### src/rtl/uart_tx.sv
// 8N1 UART transmitter with a small byte FIFO in front of the serializer.
// Frames are sent LSB-first, back-to-back while bytes remain queued.
`timescale 1ns/1ps
module uart_tx #(
    parameter int BAUD_MULT  = 10416,
    parameter int FIFO_DEPTH = 4,
    parameter int STOP_BITS  = 1
) (
    input  logic                          clk,
    input  logic                          nrst,
    input  logic [7:0]                    tx_data,
    input  logic                          tx_valid,
    output logic                          tx_ready,
    output logic                          tx,
    output logic                          busy,
    output logic [$clog2(FIFO_DEPTH):0]   fifo_count
);

    localparam int PW = $clog2(FIFO_DEPTH);
    localparam int CW = PW + 1;
    localparam int BW = $clog2(BAUD_MULT);

    localparam logic [BW-1:0] BAUD_LAST = BW'(BAUD_MULT - 1);
    localparam logic [CW-1:0] FIFO_FULL = CW'(FIFO_DEPTH);
    localparam logic          STOP_LAST = (STOP_BITS == 2);

    typedef enum logic [1:0] {
        IDLE,
        START,
        DATA,
        STOP
    } state_e;

    state_e         state_q;
    logic [BW-1:0]  baud_q;
    logic [2:0]     bit_q;
    logic           stop_q;
    logic [7:0]     shift_q;
    logic           tx_q;
    logic           nrst_q;

    logic [7:0]     mem_q [FIFO_DEPTH];
    logic [PW-1:0]  wr_ptr_q;
    logic [PW-1:0]  rd_ptr_q;
    logic [CW-1:0]  count_q;
    logic [CW-1:0]  count_d;

    logic baud_done;
    logic stop_done;
    logic push;
    logic pop;

    assign baud_done = (baud_q == BAUD_LAST);
    assign stop_done = (state_q == STOP) && baud_done && (stop_q == STOP_LAST);
    assign push      = tx_valid && tx_ready;
    // A byte leaves the FIFO either from IDLE or exactly at the end of the last stop bit.
    assign pop       = (count_q != '0) && ((state_q == IDLE) || stop_done);

    assign tx_ready   = nrst_q && (count_q != FIFO_FULL);
    assign tx         = tx_q;
    assign busy       = (state_q != IDLE) || (count_q != '0);
    assign fifo_count = count_q;

    always_comb begin
        // NOTE: every variable assigned here gets a default first, otherwise a latch is inferred.
        count_d = count_q;
        if (push && !pop) begin
            count_d = count_q + 1'b1;
        end else if (pop && !push) begin
            count_d = count_q - 1'b1;
        end
    end

    always_ff @(posedge clk) begin
        nrst_q <= nrst;
    end

    // NOTE: the storage array is deliberately not reset; the pointers and count define validity.
    always_ff @(posedge clk) begin
        if (push) begin
            mem_q[wr_ptr_q] <= tx_data;
        end
    end

    always_ff @(posedge clk) begin
        // NOTE: clocked state is always assigned with <= so all registers update from pre-edge values.
        if (!nrst) begin
            wr_ptr_q <= '0;
            rd_ptr_q <= '0;
            count_q  <= '0;
        end else begin
            if (push) wr_ptr_q <= wr_ptr_q + 1'b1;
            if (pop)  rd_ptr_q <= rd_ptr_q + 1'b1;
            count_q <= count_d;
        end
    end

    always_ff @(posedge clk) begin
        if (!nrst) begin
            state_q <= IDLE;
            baud_q  <= '0;
            bit_q   <= '0;
            stop_q  <= 1'b0;
            shift_q <= '0;
            tx_q    <= 1'b1;
        end else begin
            baud_q <= baud_done ? '0 : baud_q + 1'b1;
            case (state_q)
                IDLE: begin
                    baud_q <= '0;
                    if (pop) begin
                        shift_q <= mem_q[rd_ptr_q];
                        tx_q    <= 1'b0;
                        state_q <= START;
                    end
                end
                START: begin
                    if (baud_done) begin
                        tx_q    <= shift_q[0];
                        bit_q   <= '0;
                        state_q <= DATA;
                    end
                end
                DATA: begin
                    if (baud_done) begin
                        if (bit_q == 3'd7) begin
                            tx_q    <= 1'b1;
                            stop_q  <= 1'b0;
                            state_q <= STOP;
                        end else begin
                            shift_q <= shift_q >> 1;
                            tx_q    <= shift_q[1];
                            bit_q   <= bit_q + 1'b1;
                        end
                    end
                end
                STOP: begin
                    if (baud_done) begin
                        if (stop_q == STOP_LAST) begin
                            if (pop) begin
                                shift_q <= mem_q[rd_ptr_q];
                                tx_q    <= 1'b0;
                                state_q <= START;
                            end else begin
                                state_q <= IDLE;
                            end
                        end else begin
                            stop_q <= stop_q + 1'b1;
                        end
                    end
                end
                default: state_q <= IDLE;
            endcase
        end
    end

endmodule

### config.mk
export PLATFORM = sky130hd
export DESIGN_NAME = uart_tx
export DESIGN_NICKNAME = d
export VERILOG_FILES = /design/src/rtl/uart_tx.sv
export SDC_FILE = /design/constraint.sdc
export NUM_CORES = 1
export LEC_CHECK = 0
export CELL_PAD_IN_SITES_DETAIL_PLACEMENT = 1
export CELL_PAD_IN_SITES_GLOBAL_PLACEMENT = 1
export CORE_ASPECT_RATIO = 1.2
export CORE_UTILIZATION = 52
export DETAILED_ROUTE_END_ITERATION = 6
export PLACE_DENSITY_LB_ADDON = 0.25
export SYNTH_ARGS = -nofsm -noshare
export SYNTH_HDL_FRONTEND = slang
export SYNTH_SLANG_ARGS = --single-unit
### constraint.sdc
create_clock -name clk -period 4.86 [get_ports clk]
set_input_delay 0.972 -clock clk [delete_from_list [all_inputs] [get_ports clk]]
set_output_delay 0.972 -clock clk [all_outputs]
set_load 0.02 [all_outputs]
==> key figures <==
Run status
  • Outcome: completed

Synthesis
  • #FFs+latches synth: 70
  • Area contributors post-synth: edfxtp_1 (31%), dfxtp_1 (24%), mux4_2 (5.8%), ha_1 (5.2%), mux2i_1 (3.5%)
  • Cell count after synthesis: roughly 250
  • Async set or reset register ratio after synthesis: 0%
  • Netlist cell types: between 40 and 50
  • Avg Cell Area, Syn: around 13 um2
  • Number of synthesized flops with an enable pin: 32
  • Synth Area in Simple Gates: roughly 14%
  • Synth Flop Type: dfxtp_1
  • Adder-cell share of the synthesized area: between 5 and 6%
  • Synth Area in Compound Gates: roughly 7.3%
  • Syn. warnings: 0
  • Post-synth top area cell: edfxtp_1
  • Synth Net Count: approximately 270
  • Largest family of logic cells by synthesized area: simple AND/OR/NAND/NOR gates
  • Sequential-to-total area share from yosys stat: a little under three fifths
  • Top-area cell type share of the netlist area: 30.9%
  • Post-Syn Area: between 3000 and 4000 um2
  • XOR/XNOR Fraction of Synth Area: 4.22%
  • Mux share of post-synthesis cell area: about a tenth

Setup path
  • Worst Reg-to-Reg Cells: 11
  • Max Fanout on Critical Path: 6
  • Req. time, crit path: a little under 4 ns
  • Worst endpoint data arrival time: around 2 ns
  • Crit end category: primary output
  • Setup Crit Path Kind: flip-flop to primary output
  • Startpoint types: flip-flop

Clock tree
  • Post-CTS Setup Bufs: 0
  • Post_cts resized: 0
  • TritonCTS Buffers: 9
  • H-tree depth: 3
  • Hold Buf Count CTS: 0
  • # clock sinks: 70
  • Clock latency on the worst-skew pair: roughly 0.35 ns
  • Clock slew at the register clock pins of the worst setup and hold paths: ~0.080 ns
  • Deepest clock path buffer count: 2
  • CTS tree: yes
  • Clock tree root buffer cell: clkbuf_8

Layout
  • Layout cells sized above 1: 11.9%
  • Design area: 3540 um2
  • Area Growth Syn to Fin: 13.7%
  • Commonest non-fill, non-tap cell in the layout: dfxtp_1
  • N_diodes: 0
  • Most frequent cells in the layout: dfxtp_1 (38), edfxtp_1 (32), nand2_1 (22)
  • NumNets Final: ~290

Timing
  • Setup Viol. Count Final: 0
  • Worst-margin pin slew: around 0.73 ns
  • Relative slew slack: 51.3%
  • Clk_skew: roughly 0.010 ns
  • Slew Limit Fails: 0
  • Final period util: 61.2%
  • F_max: 336 MHz
  • Hold Fails Final Rpt: 0
  • Fin crit period: 2.97 ns
  • RSZ-0062 raised after global routing: no
  • Post-Route Setup TNS: 0 ns
  • Setup ws final: ~1.9 ns

Die
  • # IOs: 17
  • Die area: between 6000 and 7000 um2
  • Die W: around 73 um
  • Core Area: about 5700 um2
  • FP Rows: 30
  • Initial Utilization: ~55%
  • DIE HEIGHT: around 87 um

Place
  • Dpl hpwl: 3980 um
  • Post-DP Area: 3290 um2
  • Placement Setup Slack: 1.65 ns
  • GPL Wtd Cong: 0.746
  • IO Port Bufs: 16

Global route
  • Global route total overflow: 0
  • Global-route wire length before repair: just under 10,000 um
  • GRT Resource Usage Total: between 20 and 25%
  • Number of global-route vias before repair: 1,920
  • Initial antenna violation count: 0
  • Largest net degree at the start of global routing: 30

Power and ir drop
  • Sw frac: a little under a third
  • PD cells: 546 nW/um2
  • Int Power: between 1 and 1.5 mW
  • Comb pwr share: around a third
  • Clock share of power: between 20 and 30%
  • Overall Power: between 1.5 and 2 mW
  • Switching Power: 613 uW
  • Max IR drop VDD: 0.000274 V
  • Lkg Pwr: ~1.4 nW
  • Reg power frac: about two fifths

Worst hold path
  • Min-Delay Path Class: flip-flop to flip-flop
  • Worst hold path depth: 1

Route
  • Avg WL per Cell: 17.1 um
  • Drt first-iter violations: between 50 and 60
  • Routed wire length: approximately 6000 um
  • Via count: about 1,900
  • Pre-antenna DRT Iters: 4
  • DRC Markers: 0
  • Via density: ~5.4
  • Post-DRT Antenna Nets: 0

Flow run
  • Number of max-cap violations: 0
## per-stage QoR
stage               hold slack, ns  utilization, %  instances
floorplan                    0.434               -        247
global placement             0.453            57.7        332
detailed placement           0.461            57.7        332
CTS                          0.476            62.0        348
global route                 0.501            62.0        348
finish                       0.477            62.0        348
## final cells by class
cell class | count | area (um2)
multi-input cells | 159 | 1280
clock inverters | 7 | 120
repair buffers | 17 | 168
clock buffers | 9 | 124
inverters | 6 | 22.5
well taps | 80 | 100
fillers | 588 | 2170
flip-flops and latches | 70 | 1720
## flip-flops by register name, summed over array words and instances, names as in the netlist, named ones only
register    flops
tx              1
fifo_count      3
baud_q         14
state_q         2
nrst_q          1
bit_q           3
rd_ptr_q        2
wr_ptr_q        2
shift_q         8
mem_q          32
## cell families after synthesis
family | Yosys count
multiplexers | 20
XOR/XNOR | 15
AND/OR/NAND/NOR | 81
AO/OA/AOI/OAI | 29
buffers and inverters | 18
flip-flops | 70
adder cells (fa/ha/maj) | 14
## power by group through the flow
| stage | clock, mW | combinational (mW) | sequential (mW) |
|---|---|---|---|
| finish | 0.576 | 0.610 | 0.746 |
| CTS | 0.587 | 0.620 | 0.747 |
| global placement | 0 | 0.592 | 0.758 |
| global route | 0.613 | 0.676 | 0.757 |
| floorplan | 0 | 0.496 | 0.745 |
| detailed placement | 0 | 0.611 | 0.760 |
## Yosys cell counts (all sizes together) (4+ instances only)
cell type	n
dfxtp	38
nand2	22
o211a	7
mux4	8
o21ai	5
buf	6
xor2	10
a21boi	4
xnor2	5
and2	5
and3	8
inv	6
edfxtp	32
and4	4
nand3	7
ha	13
nor2	18
mux2i	11
clkbuf	6
nand2b	4
a21oi	5
## worst paths after layout
check / start / end / slack [ns]
worst max register to register: baud_q[0]$_SDFF_PP0_ / fifo_count[2]$_SDFFE_PN0P_ / 2.00
worst max-delay path: fifo_count[0]$_SDFFE_PN0P_ / tx_ready / 1.89
worst min register to register: baud_q[0]$_SDFF_PP0_ / baud_q[0]$_SDFF_PP0_ / 0.48
worst min-delay path: baud_q[0]$_SDFF_PP0_ / baud_q[0]$_SDFF_PP0_ / 0.48
## layer usage
metal | vias up | GRT usage [%] | wire length (um)
met5 | - | 0 | 0
met4 | 0 | 10.7 | 126
met3 | 11 | 4.53 | 113
met2 | 20 | 35.5 | 3070
met1 | 922 | 26.5 | 2660
li1 | 919 | - | -
## worst max-delay path: stages, from the launching register on
cell and delay (ns):
dfxtp_1 0.46, nor2_1 0.08, a21boi_1 0.42, clkdlybuf4s50_1 0.70
Power figures use the tool's default switching activity.
